`src/rtl/fb_write_arbiter.sv`:
```
// Two-requester round-robin framebuffer write arbiter with a registered write port.
// The clear engine is built only when FB_WRITE_ARBITER_CLEAR_EN is defined.
module fb_write_arbiter #(
    parameter int ADDR_WIDTH  = 16,
    parameter int DATA_WIDTH  = 32,
    parameter int CLEAR_WORDS = 1200
) (
    input  logic                  clk,
    input  logic                  reset,
    input  logic                  req0_valid,
    input  logic [ADDR_WIDTH-1:0] req0_addr,
    input  logic [DATA_WIDTH-1:0] req0_data,
    output logic                  req0_ready,
    input  logic                  req1_valid,
    input  logic [ADDR_WIDTH-1:0] req1_addr,
    input  logic [DATA_WIDTH-1:0] req1_data,
    output logic                  req1_ready,
    input  logic                  clear_start,
    input  logic [DATA_WIDTH-1:0] clear_value,
    output logic                  clear_busy,
    output logic                  clear_done,
    output logic                  fb_we,
    output logic [ADDR_WIDTH-1:0] fb_addr,
    output logic [DATA_WIDTH-1:0] fb_wdata
);

    localparam logic [0:0] IDLE = 1'b0;

    logic [0:0]            state;
    logic                  prio1;
    logic                  clear_go;
    logic                  clear_wr;
    logic [ADDR_WIDTH-1:0] clear_addr;
    logic [DATA_WIDTH-1:0] clear_fill;
    logic                  open;
    logic                  grant0;
    logic                  grant1;

`ifdef FB_WRITE_ARBITER_CLEAR_EN
    localparam logic [0:0] CLEAR = 1'b1;
    localparam logic [ADDR_WIDTH-1:0] LAST = ADDR_WIDTH'(CLEAR_WORDS - 1);

    logic [ADDR_WIDTH-1:0] cnt;
    logic [DATA_WIDTH-1:0] fill;
    logic                  done;

    // Word 0 is issued on the start edge; cnt tracks the last issued address.
    assign clear_go   = clear_start && (state == IDLE);
    assign clear_wr   = clear_go || ((state == CLEAR) && (cnt != LAST));
    assign clear_addr = clear_go ? '0 : cnt + ADDR_WIDTH'(1);
    assign clear_fill = clear_go ? clear_value : fill;

    always_ff @(posedge clk) begin
        if (reset) begin
            state <= IDLE;
            cnt   <= '0;
            fill  <= '0;
            done  <= 1'b0;
        end else begin
            done <= 1'b0;
            if (clear_go) begin
                state <= CLEAR;
                cnt   <= '0;
                fill  <= clear_value;
            end else if (state == CLEAR) begin
                if (cnt == LAST) begin
                    state <= IDLE;
                    done  <= 1'b1;
                end else begin
                    cnt <= cnt + ADDR_WIDTH'(1);
                end
            end
        end
    end

    assign clear_busy = (state == CLEAR);
    assign clear_done = done;
`else
    localparam int unused_words = CLEAR_WORDS;

    logic unused_clear;

    assign unused_clear = ^{clear_start, clear_value};
    assign state        = IDLE;
    assign clear_go     = 1'b0;
    assign clear_wr     = 1'b0;
    assign clear_addr   = '0;
    assign clear_fill   = '0;
    assign clear_busy   = 1'b0;
    assign clear_done   = 1'b0;
`endif

    // prio1 set means requester 1 wins the next tie.
    assign open   = !reset && (state == IDLE) && !clear_go;
    assign grant0 = open && req0_valid && (!req1_valid || !prio1);
    assign grant1 = open && req1_valid && (!req0_valid || prio1);

    assign req0_ready = grant0;
    assign req1_ready = grant1;

    always_ff @(posedge clk) begin
        if (reset) begin
            fb_we    <= 1'b0;
            fb_addr  <= '0;
            fb_wdata <= '0;
            prio1    <= 1'b0;
        end else begin
            fb_we <= grant0 || grant1 || clear_wr;
            if (grant0) begin
                fb_addr  <= req0_addr;
                fb_wdata <= req0_data;
                prio1    <= 1'b1;
            end else if (grant1) begin
                fb_addr  <= req1_addr;
                fb_wdata <= req1_data;
                prio1    <= 1'b0;
            end else if (clear_wr) begin
                fb_addr  <= clear_addr;
                fb_wdata <= clear_fill;
            end
        end
    end

endmodule

```
`config.mk`:
```
export PLATFORM = sky130hd
export DESIGN_NAME = fb_write_arbiter
export DESIGN_NICKNAME = d
export VERILOG_FILES = /design/src/rtl/fb_write_arbiter.sv
export SDC_FILE = /design/constraint.sdc
export NUM_CORES = 1
export LEC_CHECK = 0
export CORE_MARGIN = 2
export CORE_UTILIZATION = 30
export DETAILED_ROUTE_END_ITERATION = 10
export PLACE_DENSITY_LB_ADDON = 0.2
export SLEW_MARGIN = 20
export SYNTH_ARGS = -nofsm -noshare
export SYNTH_HDL_FRONTEND = slang
export SYNTH_SLANG_ARGS = --single-unit
```
`constraint.sdc`:
```
create_clock -name clk -period 1.5 [get_ports clk]
set_clock_uncertainty 0.05 [all_clocks]
set_input_delay 0.3 -clock clk [delete_from_list [all_inputs] [get_ports clk]]
set_output_delay 0.3 -clock clk [all_outputs]
set_load 0.02 [all_outputs]
```
==> flow_summary.yaml, run 1 <==
outcome:
  status: "finished clean"
setup_path:
  critPathLaunchType: "register"
  path_class: "reg2out"
  worstPathMaxFanout: 3
  crit_required_ps: 1150
  endpoint_kind: "primary output"
  cp.arrival_ps: 1120
layout:
  fillers: 686
  drive_gt1_share_pct: 7.24
  layout.cells.non_filler: 472
  multiInputGateArea_um2: 987
  seq_area_mm2: 0.00100
  final_nets: 506
  fin_area_mm2: 0.00392
  antenna_cells: 0
  syn_to_final_growth_pct: 70.2
  fin_util_pct: 53.5
synth:
  yosysWarningCount: 0
  yosysMostFrequentCell: "dfxtp_1"
  netlist_area_mm2: 0.00230
  synth_cells: 238
  synth_top_cells_by_count: "dfxtp_1 (50), a2111oi_0 (48), a221o_1 (48), inv_1 (48), clkbuf_1 (19)"
  syn_area_per_cell_um2: 9.68
  synth-seq-cells: 50
  ys_seq_area_share_pct: 43.5
  ys_async_sr_fraction_pct: 0
  synth.top_cell.area_share_pct: 43.5
  synth_edf_count: 0
  ys_types: 16
  synth_largest_area_cell: "dfxtp_1"
  synth_area_leaders: "dfxtp_1 (43%), a221o_1 (21%), a2111oi_0 (18%)"
  synth_flop_cell: "dfxtp_1"
cts:
  htree_levels: 2
  cts_num_sinks: 50
  cts_hold_buffers: 0
  postCtsSetupBuffers: 0
  path_clk_slew_ps: 90
  worstSkewPairLatency_ps: 300
  cts_tree: "yes"
  cts_buffers: 5
  root_buffer: "clkbuf_8"
  clockBufferDepth: 2
die:
  die_w_um: 91.6
  die_h_um: 91.6
  start_util_pct: 31.4
  die_area_mm2: 0.00840
  ios: 186
  rows: 31
  core-area_mm2: 0.00733
global_routing:
  grt_first_pass_wirelength_um: 12600
  grt_usage_pct: 18.6
  grt_pass1_vias: 2372
  grt-ovfl-total: 0
  grt_max_degree: 50
  antenna_found_initial: 0
power:
  p_leak_nw: 1.72
  p_per_area_mw_per_mm2: 819
  ir_drop_mv: 0.343
  power.total_mw: 3.21
hold_path:
  hold_path.class: "reg2reg"
placement:
  port_buffers: 150
  place_ws_ps: -566
  hpwl_um: 5230
  place_inst: 465
  dpl-instance-area_mm2: 0.00389
  gp_congestion: 0.729
timing:
  max_freq_ghz: 0.681
  slew_violations: 0
  fin_setup_tns_ps: 0
  fin_ws_ps: 31.0
  setup_viol: 0
  period_minus_slack_ps: 1470
  post-route-period-util_pct: 97.9
  fin_hold_ws_ps: 434
  hold_violations: 0
  grt_setup_unrepaired: "true"
routing:
  totalWireLength_um: 7940
  postRouteAntennaNets: 0
  wl_per_cell_um: 16.8
  drc: 0
  drt-pass1-iter-count: 4
  drt-initial-drc-count: 107
  num_vias: 2472
  viasPerCell: 5.24
flow_run:
  max-cap-violations: 0
## path summary, 6_finish.rpt
check / start / endpoint / slack, ps / cells after the start
setup / recovery: prio1 / req0_ready / 30 / 3
hold / removal: fb_wdata[15] / fb_wdata[15] / 430 / 1
setup reg to reg: prio1 / fb_wdata[13] / 60 / 4
hold reg to reg: fb_wdata[15] / fb_wdata[15] / 430 / 1
## worst max-delay path: stages, from the launching register on
cell and delay, ps:
dfxtp_4 370, a21oi_4 150, and2_4 170, buf_4 130
## per-layer routing
layer | part of all wire (%) | up-vias | global-route usage, %
li1 | - | 1200 | -
met1 | 47 | 1168 | 26.2
met2 | 44 | 90 | 28.4
met3 | 6.4 | 14 | 3.70
met4 | 2.2 | 0 | 6.19
met5 | 0 | - | 0
## where the power goes
part	switching [mW]	leakage, nW	internal [mW]
Sequential	0.0649	0.418	1.46
Clock	0.426	0.0383	0.323
Combinational	0.449	1.27	0.493
## logic make-up after synthesis
family / after synthesis / share of synthesized area, %
AOI/OAI and AO/OA: 98 / 39.8
buffers and inverters: 83 / 15.2
DFF: 50 / 43.5
and+or+nand+nor: 6 / 1.41
other: 1 / 0.163
## state kept, by name, indices dropped and copies added (netlist names)
signal	flops
prio1	1
fb_we	1
fb_addr	16
fb_wdata	32
## placed cells by master, fill, tap and decap left out
cell type,count
clkbuf_1,2
buf_6,1
clkdlybuf4s50_1,96
a2111oi_0,42
inv_1,48
dlygate4sd2_1,50
dfxtp_1,49
nor2_2,1
nor2_1,1
nor3b_2,1
buf_8,1
a221o_1,48
nor3_2,1
dfxtp_4,1
nor2b_1,1
a21oi_4,1
buf_12,2
buf_4,9
a2111oi_1,6
clkbuf_8,5
buf_2,3
and2_4,1
o21a_1,1
conb_1,2
## area by class of cell
cell class / count / share of cell area [%]
repair buffers: 162 / 39.5
flip-flops and latches: 50 / 25.6
multi-input cells: 106 / 25.2
inverters: 48 / 4.60
well taps: 99 / 3.16
clock buffers: 7 / 1.95
## timing repair
item,4_1_cts,5_1_grt
setup endpoints to repair,99,33
resized for setup,61,11
cloned,0,0
Note: power is estimated with default switching activity, not from simulation.
==> run 2, diff against run 1 <==
--- a/config.mk
+++ b/config.mk
@@ -9,6 +9,7 @@
 export CORE_UTILIZATION = 30
 export DETAILED_ROUTE_END_ITERATION = 10
 export PLACE_DENSITY_LB_ADDON = 0.2
+export RECOVER_POWER = 50
 export SLEW_MARGIN = 20
 export SYNTH_ARGS = -nofsm -noshare
 export SYNTH_HDL_FRONTEND = slang
==> run 2 against run 1 <==
  * Setup slack stayed put
  * Total power hardly changed
  * Die area stayed put
  * Critical endpoint unchanged
==> flow_summary.yaml, run 2 (synthesis results as in run 1) <==
timing:
  period_minus_slack_ps: 1470
  grt_setup_unrepaired: "true"
  max_freq_ghz: 0.681
  hold_violations: 0
  setup_viol: 0
  slew_violations: 0
  post-route-period-util_pct: 97.9
global_routing:
  grt-ovfl-total: 0
  grt_first_pass_wirelength_um: 12600
  grt_usage_pct: 18.6
  antenna_found_initial: 0
  grt_pass1_vias: 2372
  grt_max_degree: 50
layout:
  layout.cells.non_filler: 472
  fillers: 686
  layout_common_cells: "clkdlybuf4s50_1 (96), dlygate4sd2_1 (50), dfxtp_1 (49)"
  final_nets: 506
  largestRegisters: "fb_wdata x32, fb_addr x16"
  layout_commonest_cell: "clkdlybuf4s50_1"
  drive_gt1_share_pct: 7.24
  largest-register: "fb_wdata"
  fin_area_mm2: 0.00392
  antenna_cells: 0
  largest_reg_flops: 32
  syn_to_final_growth_pct: 70.2
placement:
  gp_congestion: 0.729
  place_inst: 465
  hpwl_um: 5230
  port_buffers: 150
  dpl-instance-area_mm2: 0.00389
cts:
  cts_tree: "yes"
  worstSkewPairLatency_ps: 300
  path_clk_slew_ps: 90
  htree_levels: 2
  cts_num_sinks: 50
  cts_buffers: 5
  clockBufferDepth: 2
  root_buffer: "clkbuf_8"
setup_path:
  crit_required_ps: 1150
  r2r-start: "prio1"
  path_class: "reg2out"
  reg2reg_depth: 4
  critPathLaunchType: "register"
  cp.arrival_ps: 1120
  reg2reg_setup_slack_ps: 60
  worstReg2RegEnd: "fb_wdata[13]"
  endpoint_kind: "primary output"
  worstPathMaxFanout: 3
die:
  start_util_pct: 31.4
  die_h_um: 91.6
  die_w_um: 91.6
  rows: 31
  ios: 186
  die_area_mm2: 0.00840
  core-area_mm2: 0.00733
routing:
  num_vias: 2472
  postRouteAntennaNets: 0
  viasPerCell: 5.24
  drt-pass1-iter-count: 4
  drt-initial-drc-count: 107
  drc: 0
  totalWireLength_um: 7940
  wl_per_cell_um: 16.8
power:
  p_per_area_mw_per_mm2: 819
  internal_power_mw: 2.27
  clkPwrFrac_pct: 23.3
  power.switching_mw: 0.940
  ir_drop_mv: 0.343
  power.total_mw: 3.21
  pwr-share-seq_pct: 47.3
  combPwrFrac_pct: 29.4
  switching_share_pct: 29.3
  p_leak_nw: 1.72
hold_path:
  worstHoldPathCells: 1
  hold_start: "fb_wdata[15]"
  min_to: "fb_wdata[15]"
  hold_path.class: "reg2reg"
flow_run:
  max-cap-violations: 0
outcome:
  status: "finished clean"
-- run 2: cell counts in the layout (fill, tap and decap cells not counted) --
Identical to the previous run, type by type.
-- run 2: timing repair --
action / 4_1_cts / 5_1_grt
resized for setup: 61 / 11
endpoints found under the setup margin: 99 / 33
hold buffers: 0 / 0
setup buffers: 0 / 0
-- run 2: worst max-delay path, stage by stage, from the launching register on --
cell     delay (ps)
dfxtp_4         370
a21oi_4         150
and2_4          170
buf_4           130
-- run 2: power by group through the flow --
stage          combinational (mW)  clock, mW  sequential [mW]
2_1_floorplan               0.286          0             1.70
3_3_place_gp                 1.02          0             1.55
3_5_place_dp                 1.03          0             1.55
4_1_cts                     0.942      0.783             1.52
5_1_grt                      1.01      0.841             1.54
6_report                    0.942      0.749             1.52
-- run 2: routing by layer --
layer	up-vias	part of all wire (%)	global-route usage, %
met2	90	44	28.4
met4	0	2.2	6.19
met1	1168	47	26.2
met5	-	0	0
met3	14	6.4	3.70
li1	1200	-	-
-- run 2: how the worst max path moves through the flow --
stage / startpoint / endpoint / slack (ps)
after detailed placement: req1_valid / req0_ready / -570
after global routing: prio1 / req0_ready / -10
after global placement: req1_valid / req0_ready / -550
after CTS: prio1 / req0_ready / 10
after floorplan: reset / fb_wdata[13] / 30
final: prio1 / req0_ready / 30
-- run 2: area by class of cell --
type | instances | area, um^2 | share of cell area [%]
Timing Repair Buffer | 162 | 1550 | 39.5
Multi-Input combinational cell | 106 | 987 | 25.2
Sequential cell | 50 | 1000 | 25.6
Inverter | 48 | 180 | 4.60
Tap cell | 99 | 124 | 3.16
Clock buffer | 7 | 76.3 | 1.95
-- run 2: metrics by stage --
stage | setup slack (ps) | hold slack, ps | setup TNS (ps) | utilization [%]
after CTS | 10.2 | 441 | 0 | 53.2
final | 31.0 | 434 | 0 | 53.5
after global placement | -552 | 419 | -25500 | 53.1
after floorplan | 26.2 | 390 | 0 | -
after global routing | -14.8 | 452 | -14.8 | 53.5
after detailed placement | -566 | 419 | -26580 | 53.1
==> run 3, diff against run 2 <==
--- a/config.mk
+++ b/config.mk
@@ -5,6 +5,7 @@
 export SDC_FILE = /design/constraint.sdc
 export NUM_CORES = 1
 export LEC_CHECK = 0
+export ABC_AREA = 0
 export CORE_MARGIN = 2
 export CORE_UTILIZATION = 30
 export DETAILED_ROUTE_END_ITERATION = 10
==> results of run 3 <==
No change in the layout: final DEF, timing and power equal those of run 2.
